<file path="src/rtl/imm_ext_pkg.sv">
// rtl/imm_ext_pkg.sv - extension mode encodings shared by the immediate extender
package imm_ext_pkg;

    typedef enum logic [1:0] {
        MODE_SIGN  = 2'b00,
        MODE_ZERO  = 2'b01,
        MODE_BR    = 2'b10,
        MODE_UPPER = 2'b11
    } imm_mode_t;

endpackage

</file>
<file path="src/rtl/imm_ext_core.sv">
// rtl/imm_ext_core.sv - combinational immediate extension (sign/zero/branch/upper)
module imm_ext_core #(
    parameter int IN_W  = 16,
    parameter int OUT_W = 32
) (
    input  logic [IN_W-1:0]  imm,
    input  logic [1:0]       mode,
    output logic [OUT_W-1:0] ext
);
    import imm_ext_pkg::*;

    localparam int PAD_W = OUT_W - IN_W;

    logic [OUT_W-1:0] sext;

    assign sext = {{PAD_W{imm[IN_W-1]}}, imm};

    always_comb begin
        ext = sext;
        case (imm_mode_t'(mode))
            MODE_SIGN:  ext = sext;
            MODE_ZERO:  ext = {{PAD_W{1'b0}}, imm};
            // Branch offsets are word counts; the top two sign bits fall off
            MODE_BR:    ext = {sext[OUT_W-3:0], 2'b00};
            MODE_UPPER: ext = {imm, {PAD_W{1'b0}}};
        endcase
    end

endmodule

</file>
<file path="src/rtl/imm_extend_pipe.sv">
// rtl/imm_extend_pipe.sv - immediate extender with tagged result FIFO and valid/ready handshake
module imm_extend_pipe #(
    parameter int IN_W  = 16,
    parameter int OUT_W = 32,
    parameter int DEPTH = 2,
    parameter int TAG_W = 5
) (
    input  logic                       clk,
    input  logic                       rst_n,
    input  logic                       in_valid,
    output logic                       in_ready,
    input  logic [IN_W-1:0]            in_imm,
    input  logic [1:0]                 in_mode,
    input  logic [TAG_W-1:0]           in_tag,
    output logic                       out_valid,
    input  logic                       out_ready,
    output logic [OUT_W-1:0]           out_data,
    output logic [TAG_W-1:0]           out_tag,
    output logic [$clog2(DEPTH+1)-1:0] count
);
    import imm_ext_pkg::*;

    localparam int CW = $clog2(DEPTH + 1);
    localparam int PW = (DEPTH > 1) ? $clog2(DEPTH) : 1;

    typedef struct packed {
        logic [TAG_W-1:0] tag;
        logic [OUT_W-1:0] data;
    } entry_t;

    entry_t           mem [DEPTH];
    entry_t           in_entry;
    entry_t           head_next;
    logic [OUT_W-1:0] ext;
    logic [PW-1:0]    wr_ptr;
    logic [PW-1:0]    rd_ptr;
    logic [PW-1:0]    rd_ptr_inc;
    logic [PW-1:0]    wr_ptr_inc;
    logic             push;
    logic             pop;

    function automatic logic [PW-1:0] wrap_inc(input logic [PW-1:0] p);
        return (p == PW'(DEPTH - 1)) ? '0 : p + PW'(1);
    endfunction

    imm_ext_core #(
        .IN_W  (IN_W),
        .OUT_W (OUT_W)
    ) u_core (
        .imm  (in_imm),
        .mode (in_mode),
        .ext  (ext)
    );

    // Readiness depends on occupancy only, so a full FIFO never sees out_ready
    assign in_ready   = (count < CW'(DEPTH));
    assign out_valid  = (count != '0);
    assign push       = in_valid && in_ready;
    assign pop        = out_valid && out_ready;
    assign in_entry   = '{tag: in_tag, data: ext};
    assign rd_ptr_inc = wrap_inc(rd_ptr);
    assign wr_ptr_inc = wrap_inc(wr_ptr);

    // Head register: holds its value when the FIFO drains
    always_comb begin
        head_next = '{tag: out_tag, data: out_data};
        if (!out_valid && push) begin
            head_next = in_entry;
        end else if (pop && count > CW'(1)) begin
            head_next = mem[rd_ptr_inc];
        end else if (pop && push) begin
            head_next = in_entry;
        end
    end

    always_ff @(posedge clk) begin
        if (push) begin
            mem[wr_ptr] <= in_entry;
        end
    end

    always_ff @(posedge clk or negedge rst_n) begin
        if (!rst_n) begin
            count    <= '0;
            wr_ptr   <= '0;
            rd_ptr   <= '0;
            out_data <= '0;
            out_tag  <= '0;
        end else begin
            if (push) begin
                wr_ptr <= wr_ptr_inc;
            end
            if (pop) begin
                rd_ptr <= rd_ptr_inc;
            end
            case ({push, pop})
                2'b10:   count <= count + CW'(1);
                2'b01:   count <= count - CW'(1);
                default: count <= count;
            endcase
            out_data <= head_next.data;
            out_tag  <= head_next.tag;
        end
    end

endmodule

</file>
<file path="config.mk">
export PLATFORM = sky130hd
export DESIGN_NAME = imm_extend_pipe
export DESIGN_NICKNAME = d
export VERILOG_FILES = /design/src/rtl/imm_ext_pkg.sv /design/src/rtl/imm_ext_core.sv /design/src/rtl/imm_extend_pipe.sv
export SDC_FILE = /design/constraint.sdc
export NUM_CORES = 1
export LEC_CHECK = 0
export ABC_AREA = 0
export CAP_MARGIN = 20
export CORE_UTILIZATION = 35
export CTS_BUF_LIST = sky130_fd_sc_hd__clkbuf_8
export CTS_CLUSTER_SIZE = 28
export DETAILED_ROUTE_END_ITERATION = 8
export GPL_ROUTABILITY_DRIVEN = 0
export MAX_ROUTING_LAYER = met4
export PLACE_DENSITY_LB_ADDON = 0.1
export REMOVE_ABC_BUFFERS = 1
export SYNTH_ARGS = -nofsm -noshare
export SYNTH_HDL_FRONTEND = slang
export SYNTH_SLANG_ARGS = --single-unit
</file>
<file path="constraint.sdc">
create_clock -name clk -period 3.75 [get_ports clk]
set_input_delay 0.75 -clock clk [delete_from_list [all_inputs] [get_ports clk]]
set_output_delay 0.75 -clock clk [all_outputs]
set_load 0.01 [all_outputs]
</file>
==> results summary <==
The number of hold-repair buffers added at the cts stage came out at 0. The final critical-path share of the clock period is 0.7320. The leakage power figure came out at 2.433 nW. The number of warning messages in the yosys log is 0. The clock drives 115 sinks.

The cell area power density is approximately 760 mW/mm². The remaining antenna violation count is 0. The number of different library cells used by synthesis comes to 26.

The endpoint of the worst register-to-register path is out_data[11]. The library cell used most frequently in the layout, excluding fill and tap cells, is sky130_fd_sc_hd__edfxtp_1. The cell type contributing the most total cell area after synthesis is sky130_fd_sc_hd__edfxtp_1. The number of setup buffers added after CTS came out at 0.

The delay contributed by the slowest stage of the critical path is about 0.48 ns. The path type of the worst min-delay path is input port to asynchronous set/reset pin. TritonCTS built the clock tree. The starting utilization of the core area came out at 0.3624. Summing over every cut layer, the via total after detailed routing is a little over 3000. STA classifies the critical path endpoint as a register. The fraction of layout cells with a size suffix above 1 came out at 0.1152. The synthesized design contains 115 register bits. a little under 70 I/O pins were placed. The share of synthesized area in the top cell type comes to 0.4594. The number of failing hold endpoints at the final stage came out at 0. The worst register-to-register path begins at count[1]. The relative contribution of the clock network to total power is 0.225. By startpoint and endpoint, the worst setup path is classified as register to register. The number of cells upsized or downsized after cts is 0. The full die area is roughly 0.014 mm². The HPWL after detailed placement is between 6000 and 7000 µm. The sequential power share is 0.429. For met3 alone, demand over resource in global routing was 0.05703. The layout filler cell count is 1216. The overall routed net length is 10350 µm.

The first global-routing pass estimated about 17000 µm of wire. Synthesis produced 372 cells. met2 is the most crowded layer.

The worst voltage drop across the vdd grid came out at about 0.38 mV. The highest net fanout along the worst path came out at 62. The detailed-route DRC error count is 0. The clock slew seen by the registers of the worst setup and hold paths came out at 0.06 ns. The clock latency on the worst-skew pair came out at 0.42 ns. TritonCTS created 17 clock buffers. Setup total negative slack on the finished layout was measured at 0 ns. The total congestion overflow came out at 0. The count of buffers inserted at the top-level ports came out at 67. The worst-case clock buffer depth is 2.

The H-tree depth is 4. The number of vias per cell after detailed routing came out at 4.799. The largest individual stage delay along the critical path comes from the cell sky130_fd_sc_hd__buf_4. The initial antenna violation count is 0. Static timing analysis puts the maximum clock frequency at between 300 and 400 MHz.

The switching power is around 1.5 mW. The worst setup path is launched from a register. The mean routed wirelength per cell came out at about 16 µm.

The number of global-route vias before repair is 3011. The relative slew slack came out at 0.5064. The overall fraction of global-route tracks in use came out at 0.1617. The length in cells of the worst reg-to-reg path came out at 8. The post-route clock skew is between 0.009 and 0.01 ns. The number of antenna diodes in the final layout is 0. For this run, the register share of the synthesized area comes to 0.6715. The root buffer selected by CTS is sky130_fd_sc_hd__clkbuf_8. Of the total power, the share spent switching nets is 0.3214. The signal on the critical path passes through inv_1 -> ha_1 -> nand2b_1 -> inv_1 -> ha_1 -> a311oi_4 -> buf_4 -> o21ai_0.

The height of the die came out at 119.6 µm. The average instance area after synthesis is 13.00 µm². The final layout contains 478 nets. The library cells used most frequently in the layout, excluding fill and tap cells, are sky130_fd_sc_hd__edfxtp_1, sky130_fd_sc_hd__nand2_1, sky130_fd_sc_hd__clkdlybuf4s50_1. The number of search-and-repair iterations in the first detailed-routing pass is 5.

Of the total power, combinational logic draws 0.346. Setup violations remaining at the end of the flow were counted as 0. The met1 usage is 0.2033. The final number of max-transition violations is 0. The core area is 0.01335 mm². The cell area after technology mapping came out at 0.004837 mm².

For this run, global-route usage on met2 was measured as 0.2431. The slack of the worst reg-to-reg path came out at approximately 1 ns. The tool flagged a number of max-cap violations equal to 0.

The maximum number of pins on one net before global-route repair came out at 63. The slew at the pin with the worst max-slew slack is about 0.74 ns. The width of the die is 119.6 µm. The tightest hold path in the finished design has a slack of 0.2255 ns. The internal cell power came out at 3.140 mW. Setup repair after global routing left no endpoint under its margin. The area growth from synthesis to layout came out at 26.54%. For the worst setup path, the data required time is around 4 ns. The violation count after the first detailed-routing iteration is ~160. The minimum period implied by the final worst setup slack is 2.745 ns. The number of rows created at floorplan is 42. The run finished with clean final reports.

Data on the critical path arrives at its endpoint at about 3.0 ns. In the post-synthesis netlist, the biggest area contributors are sky130_fd_sc_hd__edfxtp_1, sky130_fd_sc_hd__dfrtp_1, sky130_fd_sc_hd__mux2i_1.
-- cell families after synthesis --
kind of cell             after synthesis  synth area share
multiplexers                          39           0.08122
flip-flops                           115            0.6715
buffers and inverters                 28           0.02457
adder cells (fa/ha/maj)                4           0.01035
AO/OA/AOI/OAI                        103            0.1389
AND/OR/NAND/NOR                       79           0.06622
XOR/XNOR                               4          0.007244
-- cells in the mapped netlist, drive strengths merged --
cell type and n:
and2 2, a21oi 1, dfrtp 41, a311oi 1, nor2 1, a21boi 1
a22o 14, edfxtp 74, a21o 15, xnor2 3, nor4bb 1, nor2b 4
clkbuf 11, mux2 2, o21ai 64, buf 11, ha 4, nand2 70
inv 6, o221a 6, a311o 1, mux2i 37, xor2 1, nand2b 1
-- how the worst max path moves through the flow --
stage	from	end	slack, ns	cells after the start
6_report	count[1]	out_data[11]	1.01	8
2_1_floorplan	count[1]	out_data[11]	-3.12	6
3_5_place_dp	in_valid	out_data[11]	0.70	7
4_1_cts	count[1]	out_valid	0.97	4
3_3_place_gp	in_valid	out_data[9]	0.84	7
5_1_grt	count[1]	out_data[11]	0.78	8
-- per-stage QoR --
step	utilization	power, mW	cell area [µm²]	instances	worst slack, ns
5_1_grt	0.4586	4.939	6121	636	0.7818
3_3_place_gp	0.4290	3.623	5727	603	0.8400
3_5_place_dp	0.4290	3.652	5727	603	0.7025
4_1_cts	0.4571	4.707	6101	635	0.9679
6_report	0.4586	4.627	6121	636	1.005
2_1_floorplan	-	2.906	4741	350	-3.125
-- routing by layer --
layer | share of wire | up-vias
met2 | 0.48 | 73
met5 | 0 | -
li1 | - | 1509
met3 | 0.043 | 8
met4 | 0.011 | 0
met1 | 0.46 | 1462
-- power groups by stage --
stage	sequential (mW)	combinational, mW	clock [mW]
global route	2.04	1.78	1.13
global placement	2.01	1.61	0
finish	1.99	1.60	1.04
detailed placement	2.02	1.63	0
CTS	2.00	1.64	1.07
floorplan	2.09	0.812	0
-- worst max-delay path: cells and delay by family, from the launching register on --
| family | cells | cell delay (ns) |
|---|---|---|
| compound gates | 2 | 0.47 |
| fa+ha+maj | 2 | 0.64 |
| buf+inv | 3 | 0.77 |
| flops | 1 | 0.41 |
| simple gates | 1 | 0.24 |
-- state kept, by name (all words and copies together), names as in the netlist --
| signal | flops |
|---|---|
| mem | 74 |
| out_tag | 5 |
| wr_ptr | 1 |
| out_data | 32 |
| rd_ptr | 1 |
| count | 2 |
-- cell type report --
class	count	area [µm²]	share of cell area
clock inverters	7	30.03	0.004906
well taps	176	220.2	0.03598
repair buffers	78	760.7	0.1243
flip-flops and latches	115	3249	0.5309
clock buffers	25	344.1	0.05621
inverters	6	22.52	0.003679
multi-input cells	229	1494	0.2441
No activity file was read; power rests on OpenSTA's default activity.
